===== config.mk =====
export PLATFORM = sky130hd
export DESIGN_NAME = fpxx_to_fixed_flat
export DESIGN_NICKNAME = d
export VERILOG_FILES = /design/src/rtl/fpxx_to_fixed_if.sv /design/src/rtl/fpxx_to_fixed.sv /design/src/flat_wrapper.sv
export SDC_FILE = /design/constraint.sdc
export NUM_CORES = 1
export LEC_CHECK = 0
export CAP_MARGIN = 20
export CORE_UTILIZATION = 40
export CTS_CLUSTER_DIAMETER = 60
export DETAILED_ROUTE_END_ITERATION = 8
export PLACE_DENSITY_LB_ADDON = 0.3
export SLEW_MARGIN = 30
export SYNTH_ARGS = -nofsm -noshare
export SYNTH_HDL_FRONTEND = slang
export SYNTH_SLANG_ARGS = --single-unit

===== constraint.sdc =====
create_clock -name osc_clk -period 4.1 [get_ports osc_clk]
set_clock_uncertainty 0.1 [all_clocks]
set_input_delay 1.23 -clock osc_clk [delete_from_list [all_inputs] [get_ports osc_clk]]
set_output_delay 1.23 -clock osc_clk [all_outputs]
set_load 0.01 [all_outputs]

===== src/rtl/fpxx_to_fixed_if.sv =====
// Valid/ready stream bundle for the fp32 -> fixed-point converter.
// slave is the converter's view, master is the producer/consumer side.
interface fpxx_to_fixed_if #(
    parameter int OUT_WIDTH = 32
);
    logic                 in_valid;
    logic                 in_ready;
    logic [31:0]          in_data;
    logic                 out_valid;
    logic                 out_ready;
    logic [OUT_WIDTH-1:0] out_data;
    logic                 out_ovf;
    logic                 out_nan;

    modport slave (
        input  in_valid, in_data, out_ready,
        output in_ready, out_valid, out_data, out_ovf, out_nan
    );

    modport master (
        output in_valid, in_data, out_ready,
        input  in_ready, out_valid, out_data, out_ovf, out_nan
    );
endinterface


===== src/rtl/fpxx_to_fixed.sv =====
// Three-stage fp32 -> saturated signed fixed-point converter (decode, shift, sign/saturate).
// Define FPXX_TO_FIXED_ROUND_EN for round-to-nearest-even; default truncates toward zero.
module fpxx_to_fixed #(
    parameter int OUT_WIDTH = 32,
    parameter int FRAC_BITS = 8
) (
    input  logic           osc_clk,
    input  logic           osc_reset_n,
    fpxx_to_fixed_if.slave bus
);

    localparam logic signed [9:0]  SH_BIAS = 10'(FRAC_BITS - 150);
    localparam logic signed [10:0] LIMIT_E = 11'(OUT_WIDTH - 1);
    localparam logic [OUT_WIDTH-1:0] POS_SAT = {1'b0, {(OUT_WIDTH-1){1'b1}}};
    localparam logic [OUT_WIDTH-1:0] NEG_SAT = {1'b1, {(OUT_WIDTH-1){1'b0}}};

    logic rdy_q, rdy_d;
    logic s1_accept, s2_accept, s3_accept, in_fire;

    logic              s1_valid_q, s1_valid_d;
    logic              s1_sign_q, s1_sign_d;
    logic [23:0]       s1_mant_q, s1_mant_d;
    logic signed [9:0] s1_sh_q, s1_sh_d;
    logic              s1_zero_q, s1_zero_d;
    logic              s1_nan_q, s1_nan_d;
    logic              s1_inf_q, s1_inf_d;

    logic                 s2_valid_q, s2_valid_d;
    logic                 s2_sign_q, s2_sign_d;
    logic [OUT_WIDTH-1:0] s2_mag_q, s2_mag_d;
    logic                 s2_ovf_q, s2_ovf_d;
    logic                 s2_zero_q, s2_zero_d;
    logic                 s2_nan_q, s2_nan_d;
    logic signed [10:0]   s2_e;
    logic [9:0]           shr_amt;
`ifdef FPXX_TO_FIXED_ROUND_EN
    logic                 s2_guard_q, s2_guard_d;
    logic                 s2_sticky_q, s2_sticky_d;
    logic [47:0]          shr_ext;
    logic [OUT_WIDTH:0]   rmag;
`endif

    logic                 s3_valid_q, s3_valid_d;
    logic [OUT_WIDTH-1:0] s3_data_q, s3_data_d;
    logic                 s3_ovf_q, s3_ovf_d;
    logic                 s3_nan_q, s3_nan_d;
    logic [OUT_WIDTH-1:0] mag_fin;
    logic                 ovf_fin;

    // A stage accepts when empty or when its contents move on this cycle.
    always_comb begin
        s3_accept = !s3_valid_q || bus.out_ready;
        s2_accept = !s2_valid_q || s3_accept;
        s1_accept = !s1_valid_q || s2_accept;
        in_fire   = bus.in_valid && rdy_q && s1_accept;
        rdy_d     = 1'b1;
    end

    always_comb begin
        s1_valid_d = s1_accept ? in_fire : s1_valid_q;
        s1_sign_d  = s1_sign_q;
        s1_mant_d  = s1_mant_q;
        s1_sh_d    = s1_sh_q;
        s1_zero_d  = s1_zero_q;
        s1_nan_d   = s1_nan_q;
        s1_inf_d   = s1_inf_q;
        if (in_fire) begin
            s1_sign_d = bus.in_data[31];
            s1_mant_d = {1'b1, bus.in_data[22:0]};
            s1_sh_d   = $signed({2'b00, bus.in_data[30:23]}) + SH_BIAS;
            s1_zero_d = (bus.in_data[30:23] == 8'd0);
            s1_nan_d  = (bus.in_data[30:23] == 8'hFF) && (bus.in_data[22:0] != 23'd0);
            s1_inf_d  = (bus.in_data[30:23] == 8'hFF) && (bus.in_data[22:0] == 23'd0);
        end
    end

    // Overflow is decided from the exponent alone; the shifted value may wrap when it fires.
    always_comb begin
        s2_valid_d = s2_accept ? s1_valid_q : s2_valid_q;
        s2_sign_d  = s2_sign_q;
        s2_mag_d   = s2_mag_q;
        s2_ovf_d   = s2_ovf_q;
        s2_zero_d  = s2_zero_q;
        s2_nan_d   = s2_nan_q;
        s2_e       = {s1_sh_q[9], s1_sh_q} + 11'sd23;
        shr_amt    = 10'(-s1_sh_q);
`ifdef FPXX_TO_FIXED_ROUND_EN
        s2_guard_d  = s2_guard_q;
        s2_sticky_d = s2_sticky_q;
        shr_ext     = {s1_mant_q, 24'd0} >> shr_amt;
`endif
        if (s2_accept && s1_valid_q) begin
            s2_sign_d = s1_sign_q;
            s2_zero_d = s1_zero_q || s1_nan_q;
            s2_nan_d  = s1_nan_q;
            if (s1_inf_q)
                s2_ovf_d = 1'b1;
            else if (s1_zero_q || s1_nan_q)
                s2_ovf_d = 1'b0;
            else if (s1_sign_q)
                s2_ovf_d = (s2_e > LIMIT_E) || ((s2_e == LIMIT_E) && (s1_mant_q[22:0] != 23'd0));
            else
                s2_ovf_d = (s2_e >= LIMIT_E);
`ifdef FPXX_TO_FIXED_ROUND_EN
            if (!s1_sh_q[9]) begin
                s2_mag_d    = OUT_WIDTH'({{OUT_WIDTH{1'b0}}, s1_mant_q} << s1_sh_q);
                s2_guard_d  = 1'b0;
                s2_sticky_d = 1'b0;
            end else begin
                s2_mag_d    = OUT_WIDTH'(shr_ext[47:24]);
                s2_guard_d  = shr_ext[23];
                s2_sticky_d = |shr_ext[22:0];
            end
`else
            if (!s1_sh_q[9])
                s2_mag_d = OUT_WIDTH'({{OUT_WIDTH{1'b0}}, s1_mant_q} << s1_sh_q);
            else
                s2_mag_d = OUT_WIDTH'(s1_mant_q >> shr_amt);
`endif
        end
    end

    always_comb begin
`ifdef FPXX_TO_FIXED_ROUND_EN
        rmag    = {1'b0, s2_mag_q} + {{OUT_WIDTH{1'b0}}, s2_guard_q & (s2_sticky_q | s2_mag_q[0])};
        mag_fin = rmag[OUT_WIDTH-1:0];
        ovf_fin = s2_ovf_q || (!s2_zero_q &&
                  (s2_sign_q ? (rmag > {1'b0, NEG_SAT}) : (rmag > {1'b0, POS_SAT})));
`else
        mag_fin = s2_mag_q;
        ovf_fin = s2_ovf_q;
`endif
        s3_valid_d = s3_accept ? s2_valid_q : s3_valid_q;
        s3_data_d  = s3_data_q;
        s3_ovf_d   = s3_ovf_q;
        s3_nan_d   = s3_nan_q;
        if (s3_accept && s2_valid_q) begin
            s3_nan_d = s2_nan_q;
            s3_ovf_d = ovf_fin;
            if (s2_zero_q)
                s3_data_d = '0;
            else if (ovf_fin)
                s3_data_d = s2_sign_q ? NEG_SAT : POS_SAT;
            else
                s3_data_d = s2_sign_q ? -mag_fin : mag_fin;
        end
    end

    always_ff @(posedge osc_clk or negedge osc_reset_n) begin
        if (!osc_reset_n) begin
            rdy_q       <= 1'b0;
            s1_valid_q  <= 1'b0;
            s1_sign_q   <= 1'b0;
            s1_mant_q   <= '0;
            s1_sh_q     <= '0;
            s1_zero_q   <= 1'b0;
            s1_nan_q    <= 1'b0;
            s1_inf_q    <= 1'b0;
            s2_valid_q  <= 1'b0;
            s2_sign_q   <= 1'b0;
            s2_mag_q    <= '0;
            s2_ovf_q    <= 1'b0;
            s2_zero_q   <= 1'b0;
            s2_nan_q    <= 1'b0;
`ifdef FPXX_TO_FIXED_ROUND_EN
            s2_guard_q  <= 1'b0;
            s2_sticky_q <= 1'b0;
`endif
            s3_valid_q  <= 1'b0;
            s3_data_q   <= '0;
            s3_ovf_q    <= 1'b0;
            s3_nan_q    <= 1'b0;
        end else begin
            rdy_q       <= rdy_d;
            s1_valid_q  <= s1_valid_d;
            s1_sign_q   <= s1_sign_d;
            s1_mant_q   <= s1_mant_d;
            s1_sh_q     <= s1_sh_d;
            s1_zero_q   <= s1_zero_d;
            s1_nan_q    <= s1_nan_d;
            s1_inf_q    <= s1_inf_d;
            s2_valid_q  <= s2_valid_d;
            s2_sign_q   <= s2_sign_d;
            s2_mag_q    <= s2_mag_d;
            s2_ovf_q    <= s2_ovf_d;
            s2_zero_q   <= s2_zero_d;
            s2_nan_q    <= s2_nan_d;
`ifdef FPXX_TO_FIXED_ROUND_EN
            s2_guard_q  <= s2_guard_d;
            s2_sticky_q <= s2_sticky_d;
`endif
            s3_valid_q  <= s3_valid_d;
            s3_data_q   <= s3_data_d;
            s3_ovf_q    <= s3_ovf_d;
            s3_nan_q    <= s3_nan_d;
        end
    end

    assign bus.in_ready  = rdy_q && s1_accept;
    assign bus.out_valid = s3_valid_q;
    assign bus.out_data  = s3_data_q;
    assign bus.out_ovf   = s3_ovf_q;
    assign bus.out_nan   = s3_nan_q;

endmodule


===== src/flat_wrapper.sv =====
// flat-port wrapper written by rule: the top's interface ports become plain ports
module fpxx_to_fixed_flat 
#(
    parameter int OUT_WIDTH = 32,
    parameter int FRAC_BITS = 8
)
  (osc_clk, osc_reset_n, bus_in_valid, bus_in_data, bus_out_ready, bus_in_ready, bus_out_valid, bus_out_data, bus_out_ovf, bus_out_nan);
  fpxx_to_fixed_if #(.OUT_WIDTH(OUT_WIDTH)) bus_i ();
  input  logic osc_clk;
  input  logic osc_reset_n;
  input wire logic [$bits(bus_i.in_valid)-1:0] bus_in_valid;
  input wire logic [$bits(bus_i.in_data)-1:0] bus_in_data;
  input wire logic [$bits(bus_i.out_ready)-1:0] bus_out_ready;
  output wire logic [$bits(bus_i.in_ready)-1:0] bus_in_ready;
  output wire logic [$bits(bus_i.out_valid)-1:0] bus_out_valid;
  output wire logic [$bits(bus_i.out_data)-1:0] bus_out_data;
  output wire logic [$bits(bus_i.out_ovf)-1:0] bus_out_ovf;
  output wire logic [$bits(bus_i.out_nan)-1:0] bus_out_nan;
  assign bus_i.in_valid = bus_in_valid;
  assign bus_i.in_data = bus_in_data;
  assign bus_i.out_ready = bus_out_ready;
  assign bus_in_ready = bus_i.in_ready;
  assign bus_out_valid = bus_i.out_valid;
  assign bus_out_data = bus_i.out_data;
  assign bus_out_ovf = bus_i.out_ovf;
  assign bus_out_nan = bus_i.out_nan;
  fpxx_to_fixed #(.OUT_WIDTH(OUT_WIDTH), .FRAC_BITS(FRAC_BITS)) u_core (.osc_clk(osc_clk), .osc_reset_n(osc_reset_n), .bus(bus_i));
endmodule

# Yosys cells after proc, flatten, opt, wreduce, memory -nomap -nowiden
# Index checks and enable logic that the tools add are counted.
# Widths: inputs -> output; s select.
# totals
regBits	112
latchBits	0
ramBits	0
rom_bits	0
wordCells	56
n_memories	0
# op_classes
n_addsub	4
multipliers	0
n_div	0
order_cmp	2
n_eq_ne	2
n_shift	2
muxes	8
n_bitwise	0
n_reduce_logical	20
# ops
cell	n
$mux 32	5
$reduce_bool 23->1	2
$neg 32->32	1
$shl 24x10->32	1
$shr 24x10->32	1
$logic_not 23->1	1
$add 10x6->11 const B	1
$eq 11x6->1 const B	1
$ge 11x6->1 const B	1
$gt 11x6->1 const B	1
$add 9x9->10 const B	1
$neg 10->10	1
$eq 8x8->1 const B	1
$logic_and 1x1->1	8
$logic_not 8->1	1
$logic_or 1x1->1	5
$logic_not 1->1	3
$mux 1	3

# Depth between registers and ports, before layout
# depth
depth_word	7
mapped_depth	14
mapped_depth_nobuf	8

# Worst setup path before layout
# OpenSTA, ideal clock, no wires.
# synth_path
path_type	flip-flop to flip-flop
start	reg u_core.s1_sh_q[0]
end	reg u_core.s2_mag_q[9] (netlist: u_core.mag_fin[9])
setup_time_ns	0.124
arrival_time_ns	3.049
t_required_ns	3.876
path_slack_ns	0.827
path_stages_with_launch	13
n_path_buf	4
period_less_slack_ns	3.273
path_cell_list	dfrtp_1 > buf_1 > inv_2 > buf_1 > ha_1 > clkbuf_2 > xor2_1 > buf_2 > mux2i_1 > nand2_1 > o21ai_0 > a211oi_1 > a211o_1
# synth_between
elab_chain_cells	3
# synth_lines
element	line_no	source
start, declared	fpxx_to_fixed.sv:23	logic signed [9:0] s1_sh_q, s1_sh_d;
start signal, assigned	fpxx_to_fixed.sv:178	s1_sh_q <= s1_sh_d;
$neg 10->10	fpxx_to_fixed.sv:86	shr_amt = 10'(-s1_sh_q);
$shr 24x10->32	fpxx_to_fixed.sv:118	s2_mag_d = OUT_WIDTH'(s1_mant_q >> shr_amt);
$mux 32 *	fpxx_to_fixed.sv:115	if (!s1_sh_q[9])
end signal, assigned	fpxx_to_fixed.sv:184	s2_mag_q <= s2_mag_d;
end, declared	fpxx_to_fixed.sv:30	logic [OUT_WIDTH-1:0] s2_mag_q, s2_mag_d;
# Mark *: on every way between the ends. The rest lies on a longest branch, timed or not.
# A chain may end at the register's enable or synchronous reset.

# Worst setup path after layout
# layout_path
start	in bus_out_ready
end	out bus_in_ready
# layout_between
elab_chain_cells	4
# layout_lines
element	line_no	source
start, declared	flat_wrapper.sv:13	input wire logic [$bits(bus_i.out_ready)-1:0] bus_out_ready;
$logic_or 1x1->1	fpxx_to_fixed.sv:52	s3_accept = !s3_valid_q || bus.out_ready;
$logic_or 1x1->1	fpxx_to_fixed.sv:53	s2_accept = !s2_valid_q || s3_accept;
$logic_or 1x1->1	fpxx_to_fixed.sv:54	s1_accept = !s1_valid_q || s2_accept;
$logic_and 1x1->1	fpxx_to_fixed.sv:199	assign bus.in_ready = rdy_q && s1_accept;
end, declared	flat_wrapper.sv:14	output wire logic [$bits(bus_i.in_ready)-1:0] bus_in_ready;
# Every way passes these cells.

==> results.cfg <==
[logic_synthesis]
synth_nets = 979
syn-instance-count = 939
synth_area_leader_cell = dfrtp_1
synth_area_leaders = dfrtp_1, mux2_2, mux2i_1
synth_edf_count = 0
ys_types = 72
async_reset_ff_frac = 1.00
synth_seq_cells = 112
synth_area_mm2 = 0.00835
syn_area_per_cell_um2 = 8.89
synth.yosys.seq_area_share = 0.336
ys.flop_type = dfrtp_1
yosysWarnings = 0
synthDominantCellAreaShare = 0.336

[critical_path]
setup.worst_path.class = primary input to primary output
crit_path_end_kind = primary output
critPathTopFamily = buffers and inverters
worstPathArrival_ps = 2650
crit_required_ps = 2770
cpMostUsedCell = clkdlybuf4s50_1
slowest_delay_ps = 490
slowest_stage = clkdlybuf4s50_1
path_cells = clkdlybuf4s50_1, nand4b_1, and2_1, clkdlybuf4s50_1
path_buf_inv = 2
cp_max_fo = 3
cp-start-kind = primary input

[detailed_routing]
viasPerCell = 5.98
dr_total_vias = 7445
routedWlPerCell_um = 19.4
antenna_left = 0
drt_iter0_markers = 601
drt_pass1_iterations = 7
drc = 0
wirelength_um = 24200

[timing]
rsz0062_at_grt = false
hold_viol = 0
finalCritPeriodShare = 0.971
drv_slew = 0
fin_tns_setup_ps = 0
fin_hold_ws_ps = 367
setup_ws_ps = 117
tightest_slew_ps = 978
setup_viol = 0
relSlewSlack = 0.342
period_needed_ps = 3980
max_freq_mhz = 251

[cells_and_area]
drive_gt1_frac = 0.138
n_antenna_cell = 0
utilization = 0.470
fin_nets = 1011
postLayoutCellArea_mm2 = 0.00957
area_growth_pct = 14.6
fill_cells = 2005

[run_status]
status = complete, no violations

[die]
die-area_mm2 = 0.0215
die_h_um = 146
num_rows = 52
initial_core_util = 0.410
io_pins = 72
core_area_mm2 = 0.0204
fp.dieW_um = 146

[placed_design]
gp_congestion = 0.941
place_area_mm2 = 0.00930
hpwl_um = 18300
pre_cts_ws_ps = 140
place.port_buffers = 71

[pwr]
power.density_mw_per_mm2 = 489
ir_worst_vdd_mv = 0.239
p_leak_nw = 3.79

[clocking]
clkTransAtPathRegs_ps = 80
cts_resized = 0
clockBufferDepth = 2
post-cts-setup-buffer-count = 0
cts-root-buf = clkbuf_16
cts_tree = built
h-tree-depth = 3
clock-sinks = 112
clk_latency_ps = 370
numCtsBuffers = 9
holdBufCountCts = 0

[global_routing]
grt_max_degree = 65
grt-ovfl-total = 0
grt_pass1_vias = 6806
grt_use_total = 0.232
antenna_found_initial = 0
grt_pass1_wl_um = 39100

[flow_run]
max_cap_viol_count = 0

[worst_hold_path]
worstHoldPathType = flop to flop
-- kinds of logic (layout without fill, tap and decap cells) --
group,Yosys count,count (layout),share of synthesized area
and+or+nand+nor,320,320,0.185
AOI/OAI and AO/OA,260,260,0.207
muxes,127,127,0.191
DFF,112,112,0.336
buffers and inverters,85,122,0.0431
xor gates and xnor gates,30,30,0.0315
adders and majority gates,4,4,0.00599
other,1,1,0.000449
-- metrics by stage --
stage | cells | power (mW)
after floorplan | 939 | 3.01
after global placement | 1230 | 3.80
after detailed placement | 1230 | 3.81
after CTS | 1246 | 4.68
after global routing | 1246 | 4.98
final | 1246 | 4.68
-- Yosys cell counts, drive strengths merged (20+ instances only) --
library cell	n
dfrtp	112
nand2	102
nor2	76
o21ai	70
mux2	61
a21oi	48
clkbuf	47
mux2i	46
nor3	27
xnor2	27
buf	26
nand3	23
mux4	20
-- layout by cell type (no fill, tap or decap), types with 14 or more instances in the layout --
cell type,synthesis,layout
nor2_1,76,76
nand3_1,23,23
a31oi_1,14,14
mux4_2,20,20
o22ai_1,15,15
nor2b_1,14,14
buf_4,1,22
mux2_2,61,61
nand2b_1,16,16
dfrtp_1,112,111
nor3_1,27,27
o211ai_1,15,15
a211oi_1,15,15
nand2_1,102,101
xnor2_1,27,26
nor4_1,16,16
a21oi_1,48,48
mux2i_1,46,46
o21ai_0,69,69
clkdlybuf4s50_1,0,70
-- worst paths after layout --
| kind | from | endpoint | slack [ps] | cells after the start |
|---|---|---|---|---|
| max in group asynchronous | osc_reset_n | u_core.s1_sign_q | 2570 | 2 |
| worst min-delay path | u_core.bus.out_data[23] | u_core.bus.out_data[23] | 370 | 2 |
| worst max register to register | u_core.s1_sh_q[0] | u_core.mag_fin[0] | 720 | 9 |
| min in group asynchronous | osc_reset_n | u_core.bus.out_data[10] | 660 | 1 |
| worst min register to register | u_core.bus.out_data[23] | u_core.bus.out_data[23] | 370 | 2 |
| worst max-delay path | bus_out_ready | bus_in_ready | 120 | 4 |
-- power by group --
part,switching [mW],internal [mW]
Combinational,1.24,1.02
Sequential,0.252,1.31
Clock,0.433,0.424
-- sequential cells by signal, summed over array words and instances (netlist names), 10 cells and up --
name,flops
u_core.mag_fin,32
u_core.s1_sh_q,10
u_core.s1_mant_q,24
u_core.bus.out_data,32
-- layout make-up --
type	instances	area, um^2	area share
multi-input cells	742	5210	0.544
flip-flops and latches	112	2800	0.293
repair buffers	94	906	0.0946
clock inverters	4	36.3	0.00379
inverters	12	45.0	0.00471
clock buffers	12	236	0.0247
well taps	270	338	0.0353
-- worst reg2reg max path: stages (launching register included) --
cell	delay, ps
dfrtp_2	550
inv_2	250
ha_1	810
buf_4	390
mux2i_1	140
nand2_1	100
o21ai_0	110
mux4_2	520
o21ai_0	170
o221a_2	190
-- layer usage --
layer,share of wire,wire [um],track usage,vias to the layer above
li1,-,-,-,3588
met1,0.46,11100,0.332,3531
met2,0.46,11000,0.355,288
met3,0.056,1360,0.0331,38
met4,0.030,716,0.0885,0
met5,0,0,0,-
(Power assumes the default switching activity.)
